<file path="src/rtl/dino_game_ctrl_if.sv">
// Signal bundle between the dino game-flow controller and its neighbours.
// The controller drives the status/score side; the environment drives jump and collide.
interface dino_game_ctrl_if #(
  parameter int DIGITS = 6,
  parameter int LVLW   = 2
);
  logic                  jump;
  logic                  collide;
  logic                  running;
  logic                  game_over;
  logic [LVLW-1:0]       level;
  logic [4*DIGITS-1:0]   score_bcd;
  logic [4*DIGITS-1:0]   hiscore_bcd;
  logic [7*DIGITS-1:0]   seven;

  modport master (
    input  jump, collide,
    output running, game_over, level, score_bcd, hiscore_bcd, seven
  );

  modport slave (
    output jump, collide,
    input  running, game_over, level, score_bcd, hiscore_bcd, seven
  );
endinterface

</file>
<file path="src/rtl/dino_game_ctrl.sv">
// Game-flow controller for the dinosaur runner: IDLE/RUN/OVER sequencing,
// BCD score and high score, speed level, and blanked seven-segment score display.
module dino_game_ctrl #(
  parameter int DIGITS     = 6,
  parameter int TICK_DIV   = 1024,
  parameter int LEVEL_STEP = 50,
  parameter int MAX_LEVEL  = 3,
  parameter int LVLW       = 2
) (
  input  logic            clock,
  input  logic            rst,
  dino_game_ctrl_if.master game
);

  localparam int CW  = (TICK_DIV > 1)   ? $clog2(TICK_DIV)   : 1;
  localparam int SW  = (LEVEL_STEP > 1) ? $clog2(LEVEL_STEP) : 1;
  localparam int SBW = 4 * DIGITS;
  localparam int SGW = 7 * DIGITS;
  localparam logic [SGW-1:0] SEVEN_RST = ~SGW'(7'b0111111);

  typedef enum logic [1:0] {IDLE, RUN, OVER} state_t;

  state_t          state, state_n;
  logic            s1, s2, s3;
  logic            press;
  logic            start, stop, tick, advance;
  logic [31:0]     period;
  logic [CW-1:0]   tick_cnt;
  logic [SW-1:0]   step_cnt;
  logic [LVLW-1:0] level;
  logic [SBW-1:0]  score, hiscore, score_inc;
  logic            score_max, carry;
  logic [SGW-1:0]  seven, seven_n;
  logic            nz;
  logic            running, game_over;

  // Falling edge of the (active-low) button after the synchronizer.
  assign press = s3 & ~s2;

  function automatic logic [6:0] seg(input logic [3:0] d);
    case (d)
      4'd0:    seg = 7'b1000000;
      4'd1:    seg = 7'b1111001;
      4'd2:    seg = 7'b0100100;
      4'd3:    seg = 7'b0110000;
      4'd4:    seg = 7'b0011001;
      4'd5:    seg = 7'b0010010;
      4'd6:    seg = 7'b0000010;
      4'd7:    seg = 7'b1111000;
      4'd8:    seg = 7'b0000000;
      4'd9:    seg = 7'b0011000;
      default: seg = 7'b1111111;
    endcase
  endfunction

  always_ff @(posedge clock) begin
    if (rst) state <= IDLE;
    else     state <= state_n;
  end

  // NOTE: every output of this block gets a default first, so no path leaves one unassigned (no latch).
  always_comb begin
    state_n = state;
    start   = 1'b0;
    stop    = 1'b0;
    unique case (state)
      IDLE: if (press) begin
        state_n = RUN;
        start   = 1'b1;
      end
      RUN: if (game.collide) begin
        state_n = OVER;
        stop    = 1'b1;
      end
      OVER: if (press) begin
        state_n = RUN;
        start   = 1'b1;
      end
      default: state_n = IDLE;
    endcase
  end

  // Points period halves per level, never below one cycle.
  always_comb begin
    period = 32'(TICK_DIV) >> level;
    if (period == 32'd0) period = 32'd1;
    tick    = (32'(tick_cnt) >= (period - 32'd1));
    advance = (state == RUN) && !game.collide && tick && !score_max;
  end

  always_comb begin
    carry     = 1'b1;
    score_max = 1'b1;
    score_inc = score;
    for (int i = 0; i < DIGITS; i++) begin
      if (score[4*i +: 4] != 4'd9) score_max = 1'b0;
      if (carry) begin
        if (score[4*i +: 4] == 4'd9) begin
          score_inc[4*i +: 4] = 4'd0;
        end else begin
          score_inc[4*i +: 4] = score[4*i +: 4] + 4'd1;
          carry = 1'b0;
        end
      end
    end
  end

  // Leading zeros blank from the top down; digit 0 always shows.
  always_comb begin
    nz      = 1'b0;
    seven_n = '1;
    for (int i = DIGITS - 1; i >= 0; i--) begin
      if (score[4*i +: 4] != 4'd0) nz = 1'b1;
      if (nz || (i == 0)) seven_n[7*i +: 7] = seg(score[4*i +: 4]);
    end
  end

  // NOTE: state registers use non-blocking assignments so all of them update from pre-edge values.
  always_ff @(posedge clock) begin
    if (rst) begin
      s1        <= 1'b1;
      s2        <= 1'b1;
      s3        <= 1'b1;
      tick_cnt  <= '0;
      step_cnt  <= '0;
      level     <= '0;
      score     <= '0;
      hiscore   <= '0;
      seven     <= SEVEN_RST;
      running   <= 1'b0;
      game_over <= 1'b0;
    end else begin
      s1        <= game.jump;
      s2        <= s1;
      s3        <= s2;
      running   <= (state_n == RUN);
      game_over <= (state_n == OVER);
      seven     <= seven_n;
      if (start) begin
        tick_cnt <= '0;
        step_cnt <= '0;
        level    <= '0;
        score    <= '0;
      end else if ((state == RUN) && !game.collide) begin
        if (tick) tick_cnt <= '0;
        else      tick_cnt <= tick_cnt + 1'b1;
        if (advance) begin
          score <= score_inc;
          if (step_cnt == SW'(LEVEL_STEP - 1)) begin
            step_cnt <= '0;
            if (level != LVLW'(MAX_LEVEL)) level <= level + 1'b1;
          end else begin
            step_cnt <= step_cnt + 1'b1;
          end
        end
      end
      if (stop && (score > hiscore)) hiscore <= score;
    end
  end

  assign game.running     = running;
  assign game.game_over   = game_over;
  assign game.level       = level;
  assign game.score_bcd   = score;
  assign game.hiscore_bcd = hiscore;
  assign game.seven       = seven;

endmodule

</file>
<file path="src/flat_wrapper.sv">
// flat-port wrapper written by rule: the top's interface ports become plain ports
module dino_game_ctrl_flat 
#(
  parameter int DIGITS     = 6,
  parameter int TICK_DIV   = 1024,
  parameter int LEVEL_STEP = 50,
  parameter int MAX_LEVEL  = 3,
  parameter int LVLW       = 2
)
  (clock, rst, game_jump, game_collide, game_running, game_game_over, game_level, game_score_bcd, game_hiscore_bcd, game_seven);
  dino_game_ctrl_if #(.DIGITS(DIGITS), .LVLW(LVLW)) game_i ();
  input  logic clock;
  input  logic rst;
  input wire logic [$bits(game_i.jump)-1:0] game_jump;
  input wire logic [$bits(game_i.collide)-1:0] game_collide;
  output wire logic [$bits(game_i.running)-1:0] game_running;
  output wire logic [$bits(game_i.game_over)-1:0] game_game_over;
  output wire logic [$bits(game_i.level)-1:0] game_level;
  output wire logic [$bits(game_i.score_bcd)-1:0] game_score_bcd;
  output wire logic [$bits(game_i.hiscore_bcd)-1:0] game_hiscore_bcd;
  output wire logic [$bits(game_i.seven)-1:0] game_seven;
  assign game_i.jump = game_jump;
  assign game_i.collide = game_collide;
  assign game_running = game_i.running;
  assign game_game_over = game_i.game_over;
  assign game_level = game_i.level;
  assign game_score_bcd = game_i.score_bcd;
  assign game_hiscore_bcd = game_i.hiscore_bcd;
  assign game_seven = game_i.seven;
  dino_game_ctrl #(.DIGITS(DIGITS), .TICK_DIV(TICK_DIV), .LEVEL_STEP(LEVEL_STEP), .MAX_LEVEL(MAX_LEVEL), .LVLW(LVLW)) u_core (.clock(clock), .rst(rst), .game(game_i));
endmodule
</file>
<file path="config.mk">
export PLATFORM = sky130hd
export DESIGN_NAME = dino_game_ctrl_flat
export DESIGN_NICKNAME = d
export VERILOG_FILES = /design/src/rtl/dino_game_ctrl_if.sv /design/src/rtl/dino_game_ctrl.sv /design/src/flat_wrapper.sv
export SDC_FILE = /design/constraint.sdc
export NUM_CORES = 1
export LEC_CHECK = 0
export ABC_AREA = 1
export CAP_MARGIN = 20
export CORE_ASPECT_RATIO = 0.8
export CORE_MARGIN = 4
export CORE_UTILIZATION = 34
export DETAILED_ROUTE_END_ITERATION = 8
export SKIP_CTS_REPAIR_TIMING = 1
export SLEW_MARGIN = 20
export SYNTH_ARGS = -nofsm -noshare
export SYNTH_HDL_FRONTEND = slang
export SYNTH_SLANG_ARGS = --single-unit
</file>
<file path="constraint.sdc">
create_clock -name clock -period 2.37 [get_ports clock]
set_input_delay 0.3555 -clock clock [delete_from_list [all_inputs] [get_ports clock]]
set_output_delay 0.3555 -clock clock [all_outputs]
set_load 0.02 [all_outputs]
</file>
After elaboration in Yosys (flattened, before gate mapping)
Memories as Yosys holds them, arrays and structs flattened. A register that Yosys moved wholly into a read port is not among the register bits.
Index checks and enable logic that the tools add are counted.
{ "totals": {"reg_bits": 73, "mem_bits_ro": 672, "inputBits": 4, "output_inout_bits": 94, "wordCells": 123, "n_memories": 6} }
{ "classes": {"add_sub_neg": 10, "order_cmp": 2, "eq_ne": 18, "n_shift": 1, "muxes": 36, "n_bitwise": 7, "reduce_logical": 27} }
{ "mem_list": {"columns": ["name", "words", "width", "rd", "rd_ports_with_merged_regs", "write_ports", "line_no", "text"], "rows": [
  ["(no name shown)", 16, 7, 1, 1, 0, "dino_game_ctrl.sv:41", "case (d)"],
  ["(no name shown)", 16, 7, 1, 1, 0, "dino_game_ctrl.sv:41", null],
  ["(no name shown)", 16, 7, 1, 1, 0, "dino_game_ctrl.sv:41", null],
  ["(no name shown)", 16, 7, 1, 1, 0, "dino_game_ctrl.sv:41", null],
  ["(no name shown)", 16, 7, 1, 1, 0, "dino_game_ctrl.sv:41", null],
  ["(no name shown)", 16, 7, 1, 1, 0, "dino_game_ctrl.sv:41", null]
]} }
{ "op_table": {"columns": ["operator", "n"], "rows": [
  ["greater-or-equal comparator 10 x 32 -> 1 bit", 1],
  ["logical NOT 32 bit", 1],
  ["2-to-1 mux 32 bit", 1],
  ["right shift 11 x 2 -> 32 bit (first input constant)", 1],
  ["subtractor 32 x 1 -> 32 bit (second input constant)", 1],
  ["adder 4 x 1 -> 4 bit (second input constant)", 6],
  ["== test 4 bit (second input constant)", 6],
  ["> comparator 24 bit", 1],
  ["2-to-1 mux 1 bit", 24],
  ["2-to-1 mux 4 bit", 6],
  ["!= test 4 bit (second input constant)", 6],
  ["nonzero test 4 bit", 5],
  ["AND reduction 3 bit", 5],
  ["OR reduction 2 bit", 7],
  ["adder 10 x 1 -> 10 bit (second input constant)", 1],
  ["2-to-1 mux 10 bit", 1],
  ["adder 6 x 1 -> 6 bit (second input constant)", 1],
  ["== test 6 bit (second input constant)", 1],
  ["2-to-1 mux 6 bit", 1],
  ["NOT 1 bit", 6],
  ["== test 2 x 1 -> 1 bit (second input constant)", 2],
  ["== test 2 bit (second input constant)", 2],
  ["logical AND 1 bit", 4],
  ["2-to-1 mux 2 bit", 2],
  ["8 further kinds", 9]
]} }

Longest topological paths before layout
Gate-level depths: netlist (run 1).
{ "depth": {"word_depth": 10, "mapped_depth": 15, "depth_no_buf": 15} }

Worst setup path after synthesis (run 1)
OpenSTA, ideal clock, no wires.
{ "synth_path": {"path_type": "register to register", "start": "reg u_core.level[0] (netlist: u_core.game.level[0])", "end": "reg u_core.score[0] (netlist: u_core.game.score_bcd[0])", "arrival_ns": 2.298, "t_required_ns": 2.304, "slack_ns": 0.006, "stages_incl_launch_ff": 14, "path_buffers": 1, "cell_sequence": "dfxtp_1 > inv_1 > ha_1 > inv_1 > ha_1 > a21o_1 > nor2_1 > nand2_1 > nor2_1 > nor2_8 > nand2_2 > buf_6 > nand2_2 > a21oi_2"} }
{ "synth_via": {"elab_chain_cells": 8} }
{ "synth_lines": {"columns": ["item", "line_no", "text"], "rows": [
  ["from (decl)", "dino_game_ctrl.sv:30", "logic [LVLW-1:0] level;"],
  ["from (signal assigned)", "dino_game_ctrl.sv:151", "if (level != LVLW'(MAX_LEVEL)) level <= level + 1'b1;"],
  ["right shift 11 x 2 -> 32 bit (*)", "dino_game_ctrl.sv:85", "period = 32'(TICK_DIV) >> level;"],
  ["logical NOT 32 bit", "dino_game_ctrl.sv:86", "if (period == 32'd0) period = 32'd1;"],
  ["2-to-1 mux 32 bit (*)", "dino_game_ctrl.sv:86", null],
  ["subtractor 32 x 1 -> 32 bit (*)", "dino_game_ctrl.sv:87", "tick = (32'(tick_cnt) >= (period - 32'd1));"],
  ["greater-or-equal comparator 10 x 32 -> 1 bit (*)", "dino_game_ctrl.sv:87", null],
  ["logical AND 1 bit (*) (2 in series)", "dino_game_ctrl.sv:88", "advance = (state == RUN) && !game.collide && tick && !score_max;"],
  ["AND reduction 2 bit (no line) (*)", null, null],
  ["to (signal assigned)", "dino_game_ctrl.sv:148", "score <= score_inc;"],
  ["to (decl)", "dino_game_ctrl.sv:31", "logic [SBW-1:0] score, hiscore, score_inc;"]
]} }
Mark *: on every way between the ends. The rest lies on a longest branch, timed or not.
A chain may end at the register's enable or synchronous reset.

Final worst setup path (run 1)
{ "layout_path": {"start": "reg u_core.level[1] (netlist: u_core.game.level[1])", "end": "reg u_core.score[14] (netlist: u_core.game.score_bcd[14])"} }
{ "layout_via": {"elab_chain_cells": 8} }
{ "layout_lines": {"columns": ["item", "line_no"], "rows": [
  ["right shift 11 x 2 -> 32 bit (*)", "dino_game_ctrl.sv:85"],
  ["logical NOT 32 bit", "dino_game_ctrl.sv:86"],
  ["2-to-1 mux 32 bit (*)", "dino_game_ctrl.sv:86"],
  ["subtractor 32 x 1 -> 32 bit (*)", "dino_game_ctrl.sv:87"],
  ["greater-or-equal comparator 10 x 32 -> 1 bit (*)", "dino_game_ctrl.sv:87"],
  ["logical AND 1 bit (*) (2 in series)", "dino_game_ctrl.sv:88"],
  ["AND reduction 3 bit (no line) (*)", null]
]} }
Marked as above.

==> results of run 1 <==
==> layer usage <==
layer	share of wire, %	global-route usage, %
met5	0	0
met4	0.78	3.52
met3	6.8	5.07
met2	41	24.2
met1	52	24.1
==> sequential cells by signal (all words and copies together), names as in the netlist <==
signal / flops
u_core.game.seven: 42
u_core.step_cnt: 6
u_core.state: 2
u_core.game.game_over: 1
u_core.s1: 1
u_core.game.score_bcd: 24
u_core.s3: 1
u_core.game.running: 1
u_core.game.hiscore_bcd: 24
u_core.tick_cnt: 10
u_core.s2: 1
u_core.game.level: 2
==> metrics by stage <==
stage               cell area, um2  cells  util [%]  hold slack (ps)
floorplan                     6460    864         -              389
global placement              8040   1237      43.7              396
detailed placement            8040   1237      43.7              402
CTS                           8650   1269      47.1              414
global route                  8720   1270      47.4              430
finish                        8720   1270      47.4              410
==> synthesized netlist by cell type (4+ instances only) <==
library cell,n
clkbuf_1,14
dfxtp_1,115
inv_1,94
o21ai_0,36
a21oi_1,72
nand3_1,87
o211ai_1,6
or2_2,9
nand2_1,142
inv_2,7
nor2_1,86
buf_2,13
xor2_1,11
nand4_1,33
nor3_1,6
nor3b_1,6
ha_1,70
nand2_2,13
o2111ai_1,4
a21oi_2,8
==> worst max-delay path by stage <==
stage,cells past startpoint,slack [ps],end,startpoint
2_1_floorplan,13,6,u_core.game.score_bcd[0]$_SDFFE_PP0P_,u_core.game.level[0]$_SDFFE_PP0P_
3_3_place_gp,14,90,u_core.step_cnt[2]$_SDFFE_PP0P_,u_core.game.level[0]$_SDFFE_PP0P_
3_5_place_dp,14,20,u_core.step_cnt[2]$_SDFFE_PP0P_,u_core.game.level[0]$_SDFFE_PP0P_
4_1_cts,13,-80,u_core.step_cnt[3]$_SDFFE_PP0P_,u_core.game.level[0]$_SDFFE_PP0P_
5_1_grt,15,3,u_core.game.score_bcd[11]$_SDFFE_PP0P_,u_core.game.level[1]$_SDFFE_PP0P_
6_report,12,170,u_core.game.score_bcd[14]$_SDFFE_PP0P_,u_core.game.level[1]$_SDFFE_PP0P_
==> cell families after synthesis <==
kind of cell | after synthesis | synth area share [%]
simple gates | 393 | 28.7
buf+inv | 137 | 8.58
compound gates | 136 | 11.8
flops | 115 | 35.7
fa+ha+maj | 70 | 13.6
xor+xnor | 12 | 1.63
mux | 1 | 0.155
==> power groups by stage <==
stage	Sequential, uW	Combinational (uW)	Clock [uW]
after floorplan	1980	47.8	0
after global placement	1980	85.0	0
after detailed placement	1980	84.4	0
after CTS	1940	84.7	2720
after global routing	1940	92.9	2820
final	1940	84.2	2680
==> area by class of cell <==
cell class / instances / area, um2 / area share (%)
multi-input cells: 612 / 3650 / 41.9
flip-flops and latches: 115 / 2310 / 26.5
repair buffers: 155 / 1440 / 16.5
clock buffers: 18 / 439 / 5.03
inverters: 103 / 388 / 4.45
well taps: 253 / 317 / 3.63
clock inverters: 14 / 180 / 2.07
==> run metrics, run 1 <==
Reg-to-Reg End=u_core.game.score_bcd[14]$_SDFFE_PP0P_; WP data arrival=~2600 ps; GP Congestion=0.817; Slew Limit Fails=0; vias in the first global route=approximately 5600; initial antenna violation count=0; CP required=2720 ps; clk root buf=clkbuf_16; part of the Yosys area used for sequential elements=a little over a third; post-synth top area cell=dfxtp_1; status=completed; H-tree depth=4; Total GRT Usage=16.6%; Clock Latency Late Sink=420 ps; period utilisation layout=roughly 93%; minimum clock period=about 2200 ps; routed length per placed instance=roughly 14 um; CP Class=flip-flop to flip-flop; worst slew pin tran=501 ps; Net Count, Synth=938; Post-Syn Instances=~860; Critical-path top delay cell=dfxtp_4; maxcap violations=0; first-pass GRT wire length=28800 um; Final WS setup=~170 ps; highest fanout seen on the critical path=6; buffers added on ports=97; combinational fraction of design power=1.8%; top cells by area, synth=dfxtp_1, ha_1, nand2_1; pwr dens=approximately 540 mW/mm2; VDD IR max=roughly 0.00041 V; Yosys warning count=0; Min-Delay Path Class=flip-flop to flip-flop; CTS tree=done; slew margin rel.=around two thirds; Tot Pwr=4700 uW; Setup WS pre-CTS=between 20 and 25 ps; Critical Path Max Stage Delay=360 ps; Residual DRC=0; Iteration-0 DRC Markers=between 300 and 400; Peak Freq=between 400 and 500 MHz; area of the die=~0.021 mm2; std cell rows=between 40 and 50; Yosys top cell area share=35.7%; Avg Cell Area, Syn=7.47 um2; Yosys cell types=42; Routed Antenna Nets=0; #FFs+latches synth=115; Critical Path Source Type=flip-flop; gr ovfl total=0; CP endpoint kind=flip-flop; Reg2Reg Depth=12; setup TNS=0 ps; largest net degree at the start of global routing=49; CP delay by family, top=compound AO/OA/AOI/OAI gates; Sw Share=22.3%; Layout Skew=between 7 and 8 ps; Clock Pin Slew Worst Setup and Hold Paths=around 60 ps; share of power burned in registers=41.2%; core box area=about 0.018 mm2; Clock Sinks=between 100 and 150; post-DR vias/cell=approximately 4.7; DRT Wirelength=between 15000 and 20000 um; async set-reset flop share out of synthesis=0%; Initial DRT Pass Iterations=5; Hold Vio Cnt, Final=0; most frequent cells in the layout=nand2_1, dfxtp_1, clkdlybuf4s50_1; I/O pins=98; RSZ-0062 raised after global routing=false; # fillers=~1800; Sw Pwr=between 1000 and 1500 uW; Final HPWL DP=12800 um; Final setup viols=0; LEAKAGE=between 0.003 and 0.004 uW; area grow syn2layout=35.1%; die width=roughly 160 um; worst-path cell chain=inv_1 > ha_1 > inv_1 > ha_1 > a21o_1 > a21oi_2 > nor2_4 > buf_4 > nand4_1 > buf_4 > nand2_1 > a21oi_1; internal reg-to-reg setup slack=between 150 and 200 ps; nets=around 1100; hold endpoint=u_core.s2$_SDFF_PP1_; mapped cell area=between 0.006 and 0.007 mm2; Vias=about 6000; EDFF count, synth=0; Clock Power Share=between 50% and 60%; Die Ht=131 um; HP Start=u_core.s1$_SDFF_PP1_; share of layout cells above drive strength 1=roughly 15%; WHS Path Cells=1; commonest non-fill, non-tap cell in the layout=nand2_1; Antenna Diode Count=0; CTS Buffer Depth=2; starting density of the core=about a third; Primary FF master, synth=dfxtp_1; reg-to-reg startpoint=u_core.game.level[1]$_SDFFE_PP0P_; Num CTS Buffers=17; Pint=3650 uW; buffer and inverter count on the worst path=4
No activity file was read; power rests on OpenSTA's default activity.
==> run 2, diff against run 1 <==
--- a/config.mk
+++ b/config.mk
@@ -12,2 +12,3 @@
 export CORE_UTILIZATION = 34
+export CTS_CLUSTER_SIZE = 16
 export DETAILED_ROUTE_END_ITERATION = 8
==> constraint.sdc (replaced) <==
create_clock -name clock -period 2.37 [get_ports clock]
set_input_delay 0.474 -clock clock [delete_from_list [all_inputs] [get_ports clock]]
set_output_delay 0.474 -clock clock [all_outputs]
set_load 0.02 [all_outputs]
==> run metrics, run 2 (same netlist as run 1, synthesis figures left out) <==
minimum clock period=2200 ps (-1.88 ps); Slew Limit Fails=0 (unchanged); # fillers=1853 (+1.6%); CP Class=flip-flop to flip-flop; I/O pins=98 (unchanged); Worst Setup SP=u_core.game.level[0]$_SDFFE_PP0P_; Vias=5997 (-0.30%); slew margin rel.=65.8% (-0.47 points); Min-Delay Path Class=flip-flop to flip-flop; core box area=0.0184 mm2 (unchanged); std cell rows=44 (unchanged); Critical Path Source Type=flip-flop; max reg flops=42 (unchanged); crit path capture=u_core.game.level[0]$_SDFFE_PP0P_; Reg2Reg Depth=15 (+3); reg-to-reg startpoint=u_core.game.level[0]$_SDFFE_PP0P_; routed length per placed instance=14.2 um (+2.7%); worst-path cell chain=ha_1 > inv_1 > nand2_2 > inv_2 > ha_1 > nand3_1 > nor2_1 > nand3_1 > nand2_1 > nor2_1 > buf_4 > nor2_8 > buf_4 > nand4_1 > a21oi_1; maxcap violations=0 (unchanged); die width=162 um (unchanged); Iteration-0 DRC Markers=383 (+7.3%); CP required=2720 ps (about the same); Peak Freq=454 MHz (about the same); final core occ=46.9% (-0.54 points); period utilisation layout=92.9% (about the same); Die Ht=131 um (unchanged); Clock Power Share=57.9% (+0.9 points); most frequent cells in the layout=nand2_1, dfxtp_1, clkdlybuf4s50_1; status=completed; CP endpoint kind=flip-flop; Sw Share=21.4% (-0.89 points); gr ovfl total=0 (unchanged); worst slew pin tran=508 ps (+6.93 ps); FF/Latch Area=0.00231 mm2 (unchanged); pwr dens=556 mW/mm2 (+3.2%); post-DR vias/cell=4.76 (+0.49%); buffers added on ports=97 (unchanged); Pint=3770 uW (+3.2%); Reg-to-Reg End=u_core.game.level[0]$_SDFFE_PP0P_; Setup WS pre-CTS=-23.3 ps (-46.4 ps); Antenna Diode Count=0 (unchanged); Final WS setup=169 ps (+1.87 ps); WP data arrival=2550 ps (about the same); Clock Latency Late Sink=420 ps (about the same); commonest non-fill, non-tap cell in the layout=nand2_1; starting density of the core=35.1% (unchanged); LEAKAGE=0.00357 uW (-0.87%); vias in the first global route=5632 (+0.30%); Critical Path Max Stage Delay=370 ps (about the same); Hold Vio Cnt, Final=0 (unchanged); first-pass GRT wire length=28900 um (+0.43%); Clock Sinks=115 (unchanged); combinational fraction of design power=1.7% (about the same); area of the die=0.0213 mm2 (unchanged); Layout Skew=11.5 ps (+3.70 ps); VDD IR max=0.000427 V (+3.2%); area grow syn2layout=33.6%; multi-input logic area=0.00363 mm2 (-0.75%); H-tree depth=4 (unchanged); CTS Buffer Depth=2 (unchanged); Final HPWL DP=12900 um (+0.95%); share of power burned in registers=40.4% (-0.8 points); RSZ-0062 raised after global routing=false; DRT Wirelength=17800 um (+1.8%); GP Congestion=0.819 (+0.18%); nets=1068 (-0.93%); Routed Antenna Nets=0 (unchanged); share of layout cells above drive strength 1=13.4% (-1.1 points); Num CTS Buffers=17 (unchanged); Sw Pwr=1020 uW (-2.0%); CTS tree=done; initial antenna violation count=0 (unchanged); Total GRT Usage=16.7% (+0.077 points); Final setup viols=0 (unchanged); Critical-path top delay cell=dfxtp_4; internal reg-to-reg setup slack=170 ps (about the same); Initial DRT Pass Iterations=5 (unchanged); highest fanout seen on the critical path=11 (+5); Residual DRC=0 (unchanged); largest reg by FF count=u_core.game.seven; largest net degree at the start of global routing=34 (-31%); Clock Pin Slew Worst Setup and Hold Paths=60 ps (about the same); clk root buf=clkbuf_16
## run 2: routing by layer
layer  wire (um)  track usage, %  vias to the layer above
li1            -               -                     3133
met1        9380            24.4                     2704
met2        7180            23.7                      144
met3        1100            5.20                       16
met4         182            4.32                        0
met5           0               0                        -
## run 2: worst min path at each step
stage / slack, ps / cells past startpoint / endpoint / from
2_1_floorplan: 390 / 1 / u_core.s2$_SDFF_PP1_ / u_core.s1$_SDFF_PP1_
3_3_place_gp: 390 / 1 / u_core.s2$_SDFF_PP1_ / u_core.s1$_SDFF_PP1_
3_5_place_dp: 390 / 1 / u_core.s2$_SDFF_PP1_ / u_core.s1$_SDFF_PP1_
4_1_cts: 410 / 1 / u_core.s2$_SDFF_PP1_ / u_core.s1$_SDFF_PP1_
5_1_grt: 430 / 1 / u_core.s2$_SDFF_PP1_ / u_core.s1$_SDFF_PP1_
6_report: 410 / 1 / u_core.s2$_SDFF_PP1_ / u_core.s1$_SDFF_PP1_
## run 2: layout make-up
type	count	share of cell area, %
Clock buffer	19	5.25
Clock inverter	13	2.12
Inverter	103	4.50
Tap cell	253	3.67
Multi-Input combinational cell	612	42.1
Sequential cell	115	26.8
Timing Repair Buffer	145	15.6
## run 2: stage by stage
stage	instance area [um2]	TNS (ps)	hold WS [ps]	cells	power (uW)
finish	8620	0	408	1260	4800
global route	8620	0	432	1260	4950
CTS	8600	-85.3	408	1259	4850
detailed placement	7960	-39.2	395	1227	2060
global placement	7960	0	393	1227	2070
floorplan	6460	0	389	864	2030
## run 2: worst max-delay path: cells and delay by family (launching register included)
kind	cells	cell delay (ps)
AND/OR/NAND/NOR	8	700
adder cells (fa/ha/maj)	2	460
buffers and inverters	4	460
AO/OA/AOI/OAI	1	140
flip-flops	1	370
## run 2: power groups by stage
stage / Sequential, uW / Clock (uW) / Combinational [uW]
finish: 1940 / 2770 / 83.0
global route: 1940 / 2920 / 90.7
CTS: 1940 / 2830 / 82.8
detailed placement: 1980 / 0 / 82.6
global placement: 1980 / 0 / 82.8
floorplan: 1980 / 0 / 47.8
